### src/rtl/dma_sync_fifo_pkg.sv
// Shared constants for the DMA data FIFO: default geometry and status-word bit positions.
// Consumers import dma_sync_fifo_pkg::* instead of including a defines header.
package dma_sync_fifo_pkg;

  localparam int DMA_DATA_W     = 32;
  localparam int DMA_FIFO_DEPTH = 16;
  localparam int DMA_WORD_BYTES = 4;

  // Bit positions of FIFO flags inside the status word exported to the DMA debug bus.
  localparam int STAT_EMPTY_BIT        = 0;
  localparam int STAT_FULL_BIT         = 1;
  localparam int STAT_ALMOST_EMPTY_BIT = 2;
  localparam int STAT_ALMOST_FULL_BIT  = 3;
  localparam int STAT_OVERFLOW_BIT     = 4;
  localparam int STAT_UNDERFLOW_BIT    = 5;

endpackage

### src/rtl/dma_fifo_ram.sv
// DEPTH x DATA_W simple dual-port RAM with synchronous write and registered read.
// Storage and the read register are deliberately not reset.
module dma_fifo_ram #(
  parameter int DATA_W = 32,
  parameter int DEPTH  = 16,
  parameter int ADDR_W = $clog2(DEPTH)
) (
  input  logic              clk,
  input  logic              wr_en,
  input  logic [ADDR_W-1:0] wr_addr,
  input  logic [DATA_W-1:0] wr_data,
  input  logic              rd_en,
  input  logic [ADDR_W-1:0] rd_addr,
  output logic [DATA_W-1:0] rd_data
);

  logic [DATA_W-1:0] mem [DEPTH];

  always_ff @(posedge clk) begin
    if (wr_en) mem[wr_addr] <= wr_data;
    if (rd_en) rd_data <= mem[rd_addr];
  end

endmodule

### src/rtl/dma_sync_fifo.sv
// Single-clock data FIFO between the DMA read FSM (writer) and write FSM (reader).
// Optional sticky overflow/underflow flags are built only when DMA_FIFO_ERR_FLAGS_EN is defined.
module dma_sync_fifo
  import dma_sync_fifo_pkg::*;
#(
  parameter int DATA_W    = DMA_DATA_W,
  parameter int DEPTH     = DMA_FIFO_DEPTH,
  parameter int AF_THRESH = DEPTH - 2,
  parameter int AE_THRESH = 2,
  localparam int ADDR_W   = $clog2(DEPTH)
) (
  input  logic              clk,
  input  logic              reset,
  input  logic              clear,
  input  logic              fifo_wr_en,
  input  logic [DATA_W-1:0] fifo_din,
  input  logic              fifo_rd_en,
  output logic [DATA_W-1:0] fifo_dout,
  output logic              fifo_full,
  output logic              fifo_empty,
  output logic [ADDR_W:0]   fifo_count,
  output logic              almost_full,
  output logic              almost_empty,
  output logic              overflow,
  output logic              underflow
);

  localparam logic [ADDR_W:0] DEPTH_C = (ADDR_W+1)'(DEPTH);
  localparam logic [ADDR_W:0] AF_C    = (ADDR_W+1)'(AF_THRESH);
  localparam logic [ADDR_W:0] AE_C    = (ADDR_W+1)'(AE_THRESH);

  logic [ADDR_W:0]   wr_ptr, rd_ptr, count_nxt;
  logic              wr_acc, rd_acc;
  logic              dout_zero;
  logic [DATA_W-1:0] ram_q;

  assign wr_acc = fifo_wr_en && !fifo_full;
  assign rd_acc = fifo_rd_en && !fifo_empty;

  dma_fifo_ram #(
    .DATA_W (DATA_W),
    .DEPTH  (DEPTH),
    .ADDR_W (ADDR_W)
  ) u_ram (
    .clk     (clk),
    .wr_en   (wr_acc && !clear),
    .wr_addr (wr_ptr[ADDR_W-1:0]),
    .wr_data (fifo_din),
    .rd_en   (rd_acc && !clear),
    .rd_addr (rd_ptr[ADDR_W-1:0]),
    .rd_data (ram_q)
  );

  // The RAM read register has no reset, so reset/clear force the visible output to zero
  // until the next accepted read loads a real word.
  assign fifo_dout = dout_zero ? '0 : ram_q;

  always_comb begin
    count_nxt = fifo_count;
    case ({wr_acc, rd_acc})
      2'b10:   count_nxt = fifo_count + 1'b1;
      2'b01:   count_nxt = fifo_count - 1'b1;
      default: count_nxt = fifo_count;
    endcase
  end

  // Flags are derived from the next count so they change on the same edge as the count.
  always_ff @(posedge clk or posedge reset) begin
    if (reset) begin
      wr_ptr       <= '0;
      rd_ptr       <= '0;
      fifo_count   <= '0;
      fifo_empty   <= 1'b1;
      fifo_full    <= 1'b0;
      almost_empty <= 1'b1;
      almost_full  <= 1'b0;
      dout_zero    <= 1'b1;
    end else if (clear) begin
      wr_ptr       <= '0;
      rd_ptr       <= '0;
      fifo_count   <= '0;
      fifo_empty   <= 1'b1;
      fifo_full    <= 1'b0;
      almost_empty <= 1'b1;
      almost_full  <= 1'b0;
      dout_zero    <= 1'b1;
    end else begin
      if (wr_acc) wr_ptr <= wr_ptr + 1'b1;
      if (rd_acc) begin
        rd_ptr    <= rd_ptr + 1'b1;
        dout_zero <= 1'b0;
      end
      fifo_count   <= count_nxt;
      fifo_empty   <= (count_nxt == '0);
      fifo_full    <= (count_nxt == DEPTH_C);
      almost_empty <= (count_nxt <= AE_C);
      almost_full  <= (count_nxt >= AF_C);
    end
  end

`ifdef DMA_FIFO_ERR_FLAGS_EN
  always_ff @(posedge clk or posedge reset) begin
    if (reset) begin
      overflow  <= 1'b0;
      underflow <= 1'b0;
    end else if (clear) begin
      overflow  <= 1'b0;
      underflow <= 1'b0;
    end else begin
      if (fifo_wr_en && fifo_full)  overflow  <= 1'b1;
      if (fifo_rd_en && fifo_empty) underflow <= 1'b1;
    end
  end
`else
  assign overflow  = 1'b0;
  assign underflow = 1'b0;
`endif

endmodule
### config.mk
export PLATFORM = sky130hd
export DESIGN_NAME = dma_sync_fifo
export DESIGN_NICKNAME = d
export VERILOG_FILES = /design/src/rtl/dma_sync_fifo_pkg.sv /design/src/rtl/dma_fifo_ram.sv /design/src/rtl/dma_sync_fifo.sv
export SDC_FILE = /design/constraint.sdc
export NUM_CORES = 1
export LEC_CHECK = 0
export ABC_CLOCK_PERIOD_IN_PS = 4470
export CORE_MARGIN = 2
export CORE_UTILIZATION = 54
export CTS_CLUSTER_SIZE = 16
export DETAILED_ROUTE_END_ITERATION = 8
export PLACE_DENSITY = 0.76
export SLEW_MARGIN = 20
export SYNTH_ARGS = -nofsm -noshare
export SYNTH_HDL_FRONTEND = slang
export SYNTH_HIERARCHICAL = 1
export SYNTH_SLANG_ARGS = --single-unit
### constraint.sdc
create_clock -name clk -period 4.47 [get_ports clk]
set_input_delay 0.894 -clock clk [delete_from_list [all_inputs] [get_ports clk]]
set_output_delay 0.894 -clock clk [all_outputs]
set_load 0.02 [all_outputs]
* After elaboration in Yosys (flattened, before gate mapping)
Memories as Yosys holds them, arrays and structs flattened. A register that Yosys moved wholly into a read port is not among the register bits. Index checks and enable logic that the tools add are counted.
Cells by class: bitwise gates (word level) 0, reductions and logical operators 10, div/mod/pow operators 0, $lt $le $gt $ge 2, shift operators 0, equality and inequality tests 3, mux-type cells 15, add/subtract/negate cells 4, multipliers 0
Operators by type and width (count):
- $mux W32 | 1
- $mux W5 | 5
- $add A5 B1 Y5 const B | 3
- $pmux W5 S2 | 1
- $mux W1 | 8
- $eq A5 B5 Y1 const B | 1
- $ge A5 B4 Y1 const B | 1
- $le A5 B2 Y1 const B | 1
- $logic_not A5 Y1 | 1
- $sub A5 B1 Y5 const B | 1
- $logic_and A1 B1 Y1 | 4
- $reduce_bool A2 Y1 | 2
- $logic_not A1 Y1 | 3
- $eq A2 B1 Y1 const B | 1
- $eq A2 B2 Y1 const B | 1
Storage, ports and cells: register bits after elaboration 20, latch bits 0, memories 1, memory bits (writable) 512, memory bits (read-only) 0, bits of input ports 37
Memories:
- u_ram.mem | depth 16, bits a word 32, read ports 1, clocked after Yosys merged registers in 1, write ports 1, RTL line dma_fifo_ram.sv:17 | logic [DATA_W-1:0] mem [DEPTH];

* Depth between registers and ports, before layout
Gate-level depths: netlist of the first run.
depth in word-level cells 6, gate-level depth with buffers 11

* Hierarchy
The synthesis of the first run kept the hierarchy.
By module, submodules not included:
- dma_fifo_ram | cells each 838, area each 20174.3 sq um, sequential area each 16335.7 sq um, instances 1
- dma_sync_fifo | cells each 139, area each 1247.4 sq um, sequential area each 454.2 sq um, instances 1

* Least setup slack after synthesis of the first run
Ideal clock, no wire load.
kind input -> register, from input clear, to memory u_ram.mem[0][0], enable pin, path slack -227 ps, path buffers 2, stages on the path 5, library setup time 461 ps, arrival time 4236 ps, data required time 4009 ps, cell sequence clkbuf_1 > clkbuf_1 > nor2_1 > or3b_2 > nor3_1
Between the ends: longest elaborated chain between the ends 4
RTL lines:
- from (decl) | RTL line dma_sync_fifo.sv:14 | input logic clear,
- $logic_not A1 Y1 | RTL line dma_sync_fifo.sv:46 | .wr_en (wr_acc && !clear),
- $logic_and A1 B1 Y1 | RTL line dma_sync_fifo.sv:46
- $mux W1 | RTL line dma_fifo_ram.sv:20 | if (wr_en) mem[wr_addr] <= wr_data;
- $mux W1 (implied by the code) | RTL line dma_fifo_ram.sv:20
- to (decl) | RTL line dma_fifo_ram.sv:17
Every way passes these cells.

* Worst setup path after layout of the first run
from register dout_zero, to output fifo_dout[23]
Between the ends: longest elaborated chain between the ends 1
RTL lines:
- from (decl) | RTL line dma_sync_fifo.sv:34 | logic dout_zero;
- from (signal assigned) | RTL line dma_sync_fifo.sv:77 | dout_zero <= 1'b1;
- from (signal assigned) | RTL line dma_sync_fifo.sv:86 | dout_zero <= 1'b1;
- from (signal assigned) | RTL line dma_sync_fifo.sv:91 | dout_zero <= 1'b0;
- $mux W32 | RTL line dma_sync_fifo.sv:56 | assign fifo_dout = dout_zero ? '0 : ram_q;
- to (decl) | RTL line dma_sync_fifo.sv:18 | output logic [DATA_W-1:0] fifo_dout,
Every way passes these cells.

==> results of run 1 <==
per-layer routing:
layer  wire length (um)  global-route usage  share of wire  up-vias
met5                  0                   0              0        -
met4                983              0.0610          0.021        0
met3               3390              0.0361          0.073       70
met1              18600               0.329           0.40     5446
met2              23600               0.384           0.51      472
li1                   -                   -              -     4271
stage by stage:
step | cell area (um2) | setup slack [ns] | hold WS (ns)
after detailed placement | 23100 | 0.683 | 0.650
final | 24700 | 1.18 | 0.650
after global placement | 23100 | 0.808 | 0.655
after CTS | 24700 | 1.09 | 0.657
after global routing | 24700 | 1.01 | 0.705
after floorplan | 21400 | 0.114 | 0.548
synthesized netlist by cell type, types with 2 or more instances:
cell type and number:
mux4_2 128, dfrtp_1 15, ha_1 4, nand2_1 42, dfstp_2 3, nor2b_1 34
inv_1 3, a31o_1 2, edfxtp_1 544, nand4_1 2, xor2_1 6, mux2i_1 2
nor2_1 28, inv_2 2, xnor2_1 6, a22oi_1 65, a21oi_1 7, nand2b_1 3
buf_4 14, clkbuf_1 22, and2_1 2, nand3b_1 2, buf_2 5, nor3_1 5
buf_6 3, buf_1 9
final timing paths:
kind                                    endpoint       from  slack (ns)
worst max-delay path               fifo_dout[23]  dout_zero        1.18
worst min-delay path                   wr_ptr[1]  fifo_full        0.65
worst max register to register  u_ram/mem[5][26]  fifo_full        1.62
worst min register to register         wr_ptr[1]  fifo_full        0.65
max in group asynchronous              rd_ptr[1]      reset        3.27
min in group asynchronous              rd_ptr[0]      reset        0.72
sequential cells by signal, indices dropped and copies added, names as in the netlist:
register       flops
u_ram/rd_data     32
rd_ptr             4
almost_empty       1
dout_zero          1
u_ram/mem        512
fifo_full          1
wr_ptr             4
fifo_count         5
almost_full        1
fifo_empty         1
critical path, stage by stage, from the launching register on:
cell	delay [ns]
dfstp_2	1.08
nor2b_1	0.12
clkdlybuf4s50_1	0.61
power groups by stage:
stage | Clock, W | Combinational [W] | Sequential (W)
2_1_floorplan | 0 | 0.000865 | 0.00606
6_report | 0.00431 | 0.00121 | 0.00602
3_3_place_gp | 0 | 0.00119 | 0.00613
5_1_grt | 0.00457 | 0.00129 | 0.00604
4_1_cts | 0.00438 | 0.00122 | 0.00603
3_5_place_dp | 0 | 0.00121 | 0.00613
kinds of logic (layout without fill, tap and decap cells):
family          Yosys count  in the layout  synth area share
xor+xnor                 12             12           0.00491
flops                   562            562             0.784
other cells               1              2          0.000175
compound gates           81             81            0.0285
fa+ha+maj                 4              4           0.00234
mux                     130            130             0.136
buf+inv                  58            212            0.0140
simple gates            129            129            0.0308
layout make-up:
class	count	area [um2]
sequential	562	16800
multi-input combinational	358	4480
clock buffer	64	1370
tap	518	648
timing repair buffer	111	1140
clock inverter	32	282
inverter	5	18.8
fill	2535	14200
==> results.yml, run 1 <==
sta:
  max_freq_ghz: 0.304
  final_max_slew_viol_count: 0
  finalSetupViolations: 0
  fin_crit_sh: 0.736
  period_needed_ns: 3.29
  rsz0062_at_grt: "no"
  totalNegativeSetupSlack_ns: 0
  maxSlewHeadroom: 0.265
  worst_slew_pin_slew_ns: 1.10
  fin_worst_skew_ns: 0.0232
  finalHoldViolCount: 0
yosys:
  synth_area_leaders: "edfxtp_1 76%, mux4_2 13%, a22oi_1 2.3%, dfrtp_1 1.8%, nor2b_1 0.99%"
  yosys_register_bits: 562
  synth_edf_count: 544
  async_reset_ff_frac: 0.0320
  synth_area_leader_cell: "edfxtp_1"
  netlist.area_leader.share: 0.763
  syn_area_um2: 21400
  syn-instance-count: 977
  yosysUniqueCellTypes: 45
  synth_flop_cell: "edfxtp_1"
  syn_avg_cell_area_um2: 21.9
  synth_warnings: 6
  yosysSeqAreaShare: 0.784
power_and_ir_drop:
  intPower_w: 0.00895
  p_switching_w: 0.00260
  clockPowerShare: 0.374
  p_leak_nw: 7.66
  netSwitchingFraction: 0.225
  peakVddDrop_mv: 0.383
  power.total_w: 0.0115
  p_comb_frac: 0.105
  p_per_area_nw_per_um2: 467
  seqPwrFrac: 0.521
place:
  io_buffer_count: 77
  dp_cells: 1554
  dp_hpwl_um: 27100
  place_congestion: 0.808
clock_tree:
  tritoncts: "built"
  cts_buffers: 53
  cts.htree.levels: 2
  cts_setup_buffers: 0
  clk_latency_ns: 0.59
  clock_path_buffers: 3
  path_clk_slew_ns: 0.06
  post_cts_resized: 0
  clock-root-buffer: "clkbuf_16"
  postCtsHoldBufs: 0
  clkSinkCount: 562
route:
  first_iter_violations: 1012
  drt-total-wl_um: 46500
  wl_per_cell_um: 28.2
  drc: 0
  antenna_left: 0
  dr.pass1.iters: 7
  vias: 10300
  viasPerCell: 6.22
critical_path:
  crit_path_start_kind: "register"
  endpoint_kind: "output pin"
  ff2ff_path_depth: 6
  crit_fanout: 33
  cp.required_ns: 3.58
  path_class: "register to output pin"
  cp.arrival_ns: 2.40
floorplanning:
  fp.dieArea_um2: 41300
  die_width_um: 203
  fp-row-count: 72
  dieHeight_um: 203
  core_um2: 38900
  ios: 80
  floorplan.initialDensity: 0.550
global_route:
  grt.total_usage: 0.232
  grt_pass1_vias: 10600
  grt_pass1_wl_um: 69000
  overflow: 0
  antenna_found_initial: 1
  grt_max_degree: 47
layout:
  n_antenna_cell: 0
  final_cells: 1650
  drive_above_1_share: 0.241
  final_nets: 1132
  final_util: 0.636
  area_growth_pct: 15.5
  layout_commonest_cell: "edfxtp_1"
  final_cell_mix: "544 x edfxtp_1, 128 x mux4_2, 77 x clkdlybuf4s50_1, 65 x a22oi_1, 53 x clkbuf_16"
flow_run:
  drv_cap: 0
hold_path:
  hold_path_depth: 3
  min_path_type: "register to register"
status:
  outcome: "finished clean"
Note: power is estimated with default switching activity, not from simulation.
==> run 2, diff against run 1 <==
--- a/config.mk
+++ b/config.mk
@@ -5,12 +5,12 @@
 export SDC_FILE = /design/constraint.sdc
 export NUM_CORES = 1
 export LEC_CHECK = 0
-export ABC_CLOCK_PERIOD_IN_PS = 4470
+export ABC_CLOCK_PERIOD_IN_PS = 2700
 export CORE_MARGIN = 2
 export CORE_UTILIZATION = 54
 export CTS_CLUSTER_SIZE = 16
 export DETAILED_ROUTE_END_ITERATION = 8
-export PLACE_DENSITY = 0.76
+export PLACE_DENSITY = 0.79
 export SLEW_MARGIN = 20
 export SYNTH_ARGS = -nofsm -noshare
 export SYNTH_HDL_FRONTEND = slang
==> constraint.sdc (replaced) <==
create_clock -name clk -period 2.7 [get_ports clk]
set_input_delay 0.54 -clock clk [delete_from_list [all_inputs] [get_ports clk]]
set_output_delay 0.54 -clock clk [all_outputs]
set_load 0.02 [all_outputs]
==> run 2 against run 1 <==
  * Clock skew shrank 0.0050 ns
  * First-iteration DRC count increased by 15%
  * Utilization grew 2.1 points
  * Critical path depth rose by 1
  * Highest routed layer unchanged
  * Die area is the same
  * Via count increased by 4.0%
  * Setup slack lost 1.1 ns
  * Sequential power rose by 64%
  * Flip-flop and latch count unchanged
  * Critical endpoint is now fifo_dout[10]
  * Final cell count is 3.1% higher
  * Clock-buffer cell count down 1
==> results.yml, run 2 (synthesis gave the netlist of run 1 again) <==
critical_path:
  path_class: "register to output pin"
  path_depth: 3
  slowest_stage: "dfstp_2"
  critical_path_buf_inv_count: 2
  r2r_start: "rd_ptr[0]"
  crit_family: "buffers and inverters"
  ff2ff_path_depth: 4
  endpoint_kind: "output pin"
  regToRegEndpoint: "u_ram/rd_data[19]"
  rrSetupSlack_ns: 0.37
  cp.required_ns: 2.16
  cp.arrival_ns: 2.11
  crit_path_cell_trace: "buf_12 -> nor2b_1 -> clkdlybuf4s50_1"
  crit_fanout: 19
  max_stage_delay_ns: 0.69
  crit_path_start_kind: "register"
route:
  drt-total-wl_um: 47400
  dr.pass1.iters: 5
  antenna_left: 0
  wl_per_cell_um: 27.8
  first_iter_violations: 1165
  drc: 0
  viasPerCell: 6.27
  vias: 10700
power_and_ir_drop:
  power.total_w: 0.0197
  p_leak_nw: 8.06
  p_per_area_nw_per_um2: 772
  peakVddDrop_mv: 0.487
sta:
  max_freq_ghz: 0.377
  maxSlewHeadroom: 0.281
  fin_crit_sh: 0.982
  finalSetupViolations: 0
  worst_slew_pin_slew_ns: 1.08
  fin_worst_skew_ns: 0.0182
  finalHoldViolCount: 0
  period_needed_ns: 2.65
  final_max_slew_viol_count: 0
  rsz0062_at_grt: "no"
floorplanning:
  core_um2: 38900
  fp-row-count: 72
  die_width_um: 203
  ios: 80
  fp.dieArea_um2: 41300
  dieHeight_um: 203
  floorplan.initialDensity: 0.550
layout:
  seq_area_um2: 16800
  multi_input_area_um2: 4510
  layout_commonest_cell: "edfxtp_1"
  n_antenna_cell: 0
  largest-register: "u_ram/mem"
  final_nets: 1179
  area_growth_pct: 19.3
  final_cells: 1701
  drive_above_1_share: 0.276
  fill_cells: 2445
  final_cell_mix: "544 x edfxtp_1, 128 x mux4_2, 74 x clkdlybuf4s50_1, 65 x a22oi_1, 53 x clkbuf_16"
  largest_reg_flops: 512
  final_util: 0.657
  reg_top3: "u_ram/mem (512), u_ram/rd_data (32), fifo_count (5)"
global_route:
  grt_pass1_vias: 11100
  grt.total_usage: 0.237
  antenna_found_initial: 0
  grt_pass1_wl_um: 71200
  grt_max_degree: 50
  overflow: 0
clock_tree:
  clk_latency_ns: 0.60
  cts_buffers: 53
  clkSinkCount: 562
  tritoncts: "built"
  postCtsHoldBufs: 0
  path_clk_slew_ns: 0.07
  clock-root-buffer: "clkbuf_16"
  clock_path_buffers: 3
  cts.htree.levels: 2
place:
  io_buffer_count: 77
  place_congestion: 0.784
  dp_hpwl_um: 27400
  dp_cells: 1600
status:
  outcome: "finished clean"
hold_path:
  min_path_type: "primary input to async pin"
flow_run:
  drv_cap: 0
## run 2: how the worst max path moves through the flow
stage / from / to / slack [ns]
after floorplan: clear / u_ram/mem[11][0] / -0.26
after CTS: dout_zero / fifo_dout[28] / 0.01
after global placement: fifo_wr_en / fifo_full / -0.03
final: dout_zero / fifo_dout[10] / 0.05
after global routing: dout_zero / fifo_dout[10] / 0.004
after detailed placement: fifo_wr_en / fifo_full / -0.08
## run 2: area by class of cell
class	count	area share
flip-flops and latches	562	0.657
multi-input cells	358	0.177
repair buffers	158	0.0691
clock buffers	63	0.0534
well taps	518	0.0254
clock inverters	37	0.0173
inverters	5	0.000735
## run 2: stage by stage
step,setup WS (ns),hold slack [ns],instance area [um2],setup TNS (ns)
finish,0.0485,0.397,25500,0
global route,0.00430,0.455,25500,0
floorplan,-0.258,0.476,21500,-86.35
CTS,0.00968,0.410,25500,0
detailed placement,-0.0789,0.662,23700,-0.176
global placement,-0.0307,0.630,23700,-0.0419
## run 2: report_power, final
| part | switching [W] | leakage, nW | internal [W] |
|---|---|---|---|
| clock | 0.00319 | 0.865 | 0.00441 |
| sequential | 0.000147 | 5.14 | 0.00975 |
| combinational | 0.00110 | 2.06 | 0.00113 |
## run 2: layer usage
layer	share of wire	track usage	up-vias
met3	0.082	0.0411	96
li1	-	-	4383
met5	0	0	-
met1	0.38	0.325	5631
met4	0.034	0.0790	0
met2	0.50	0.392	562
## run 2: what timing repair did
item	4_1_cts	5_1_grt
endpoints found under the hold margin	0	0
buffers inserted	1	0
setup endpoints to repair	19	4
gates resized for setup	3	4
gates cloned	0	0
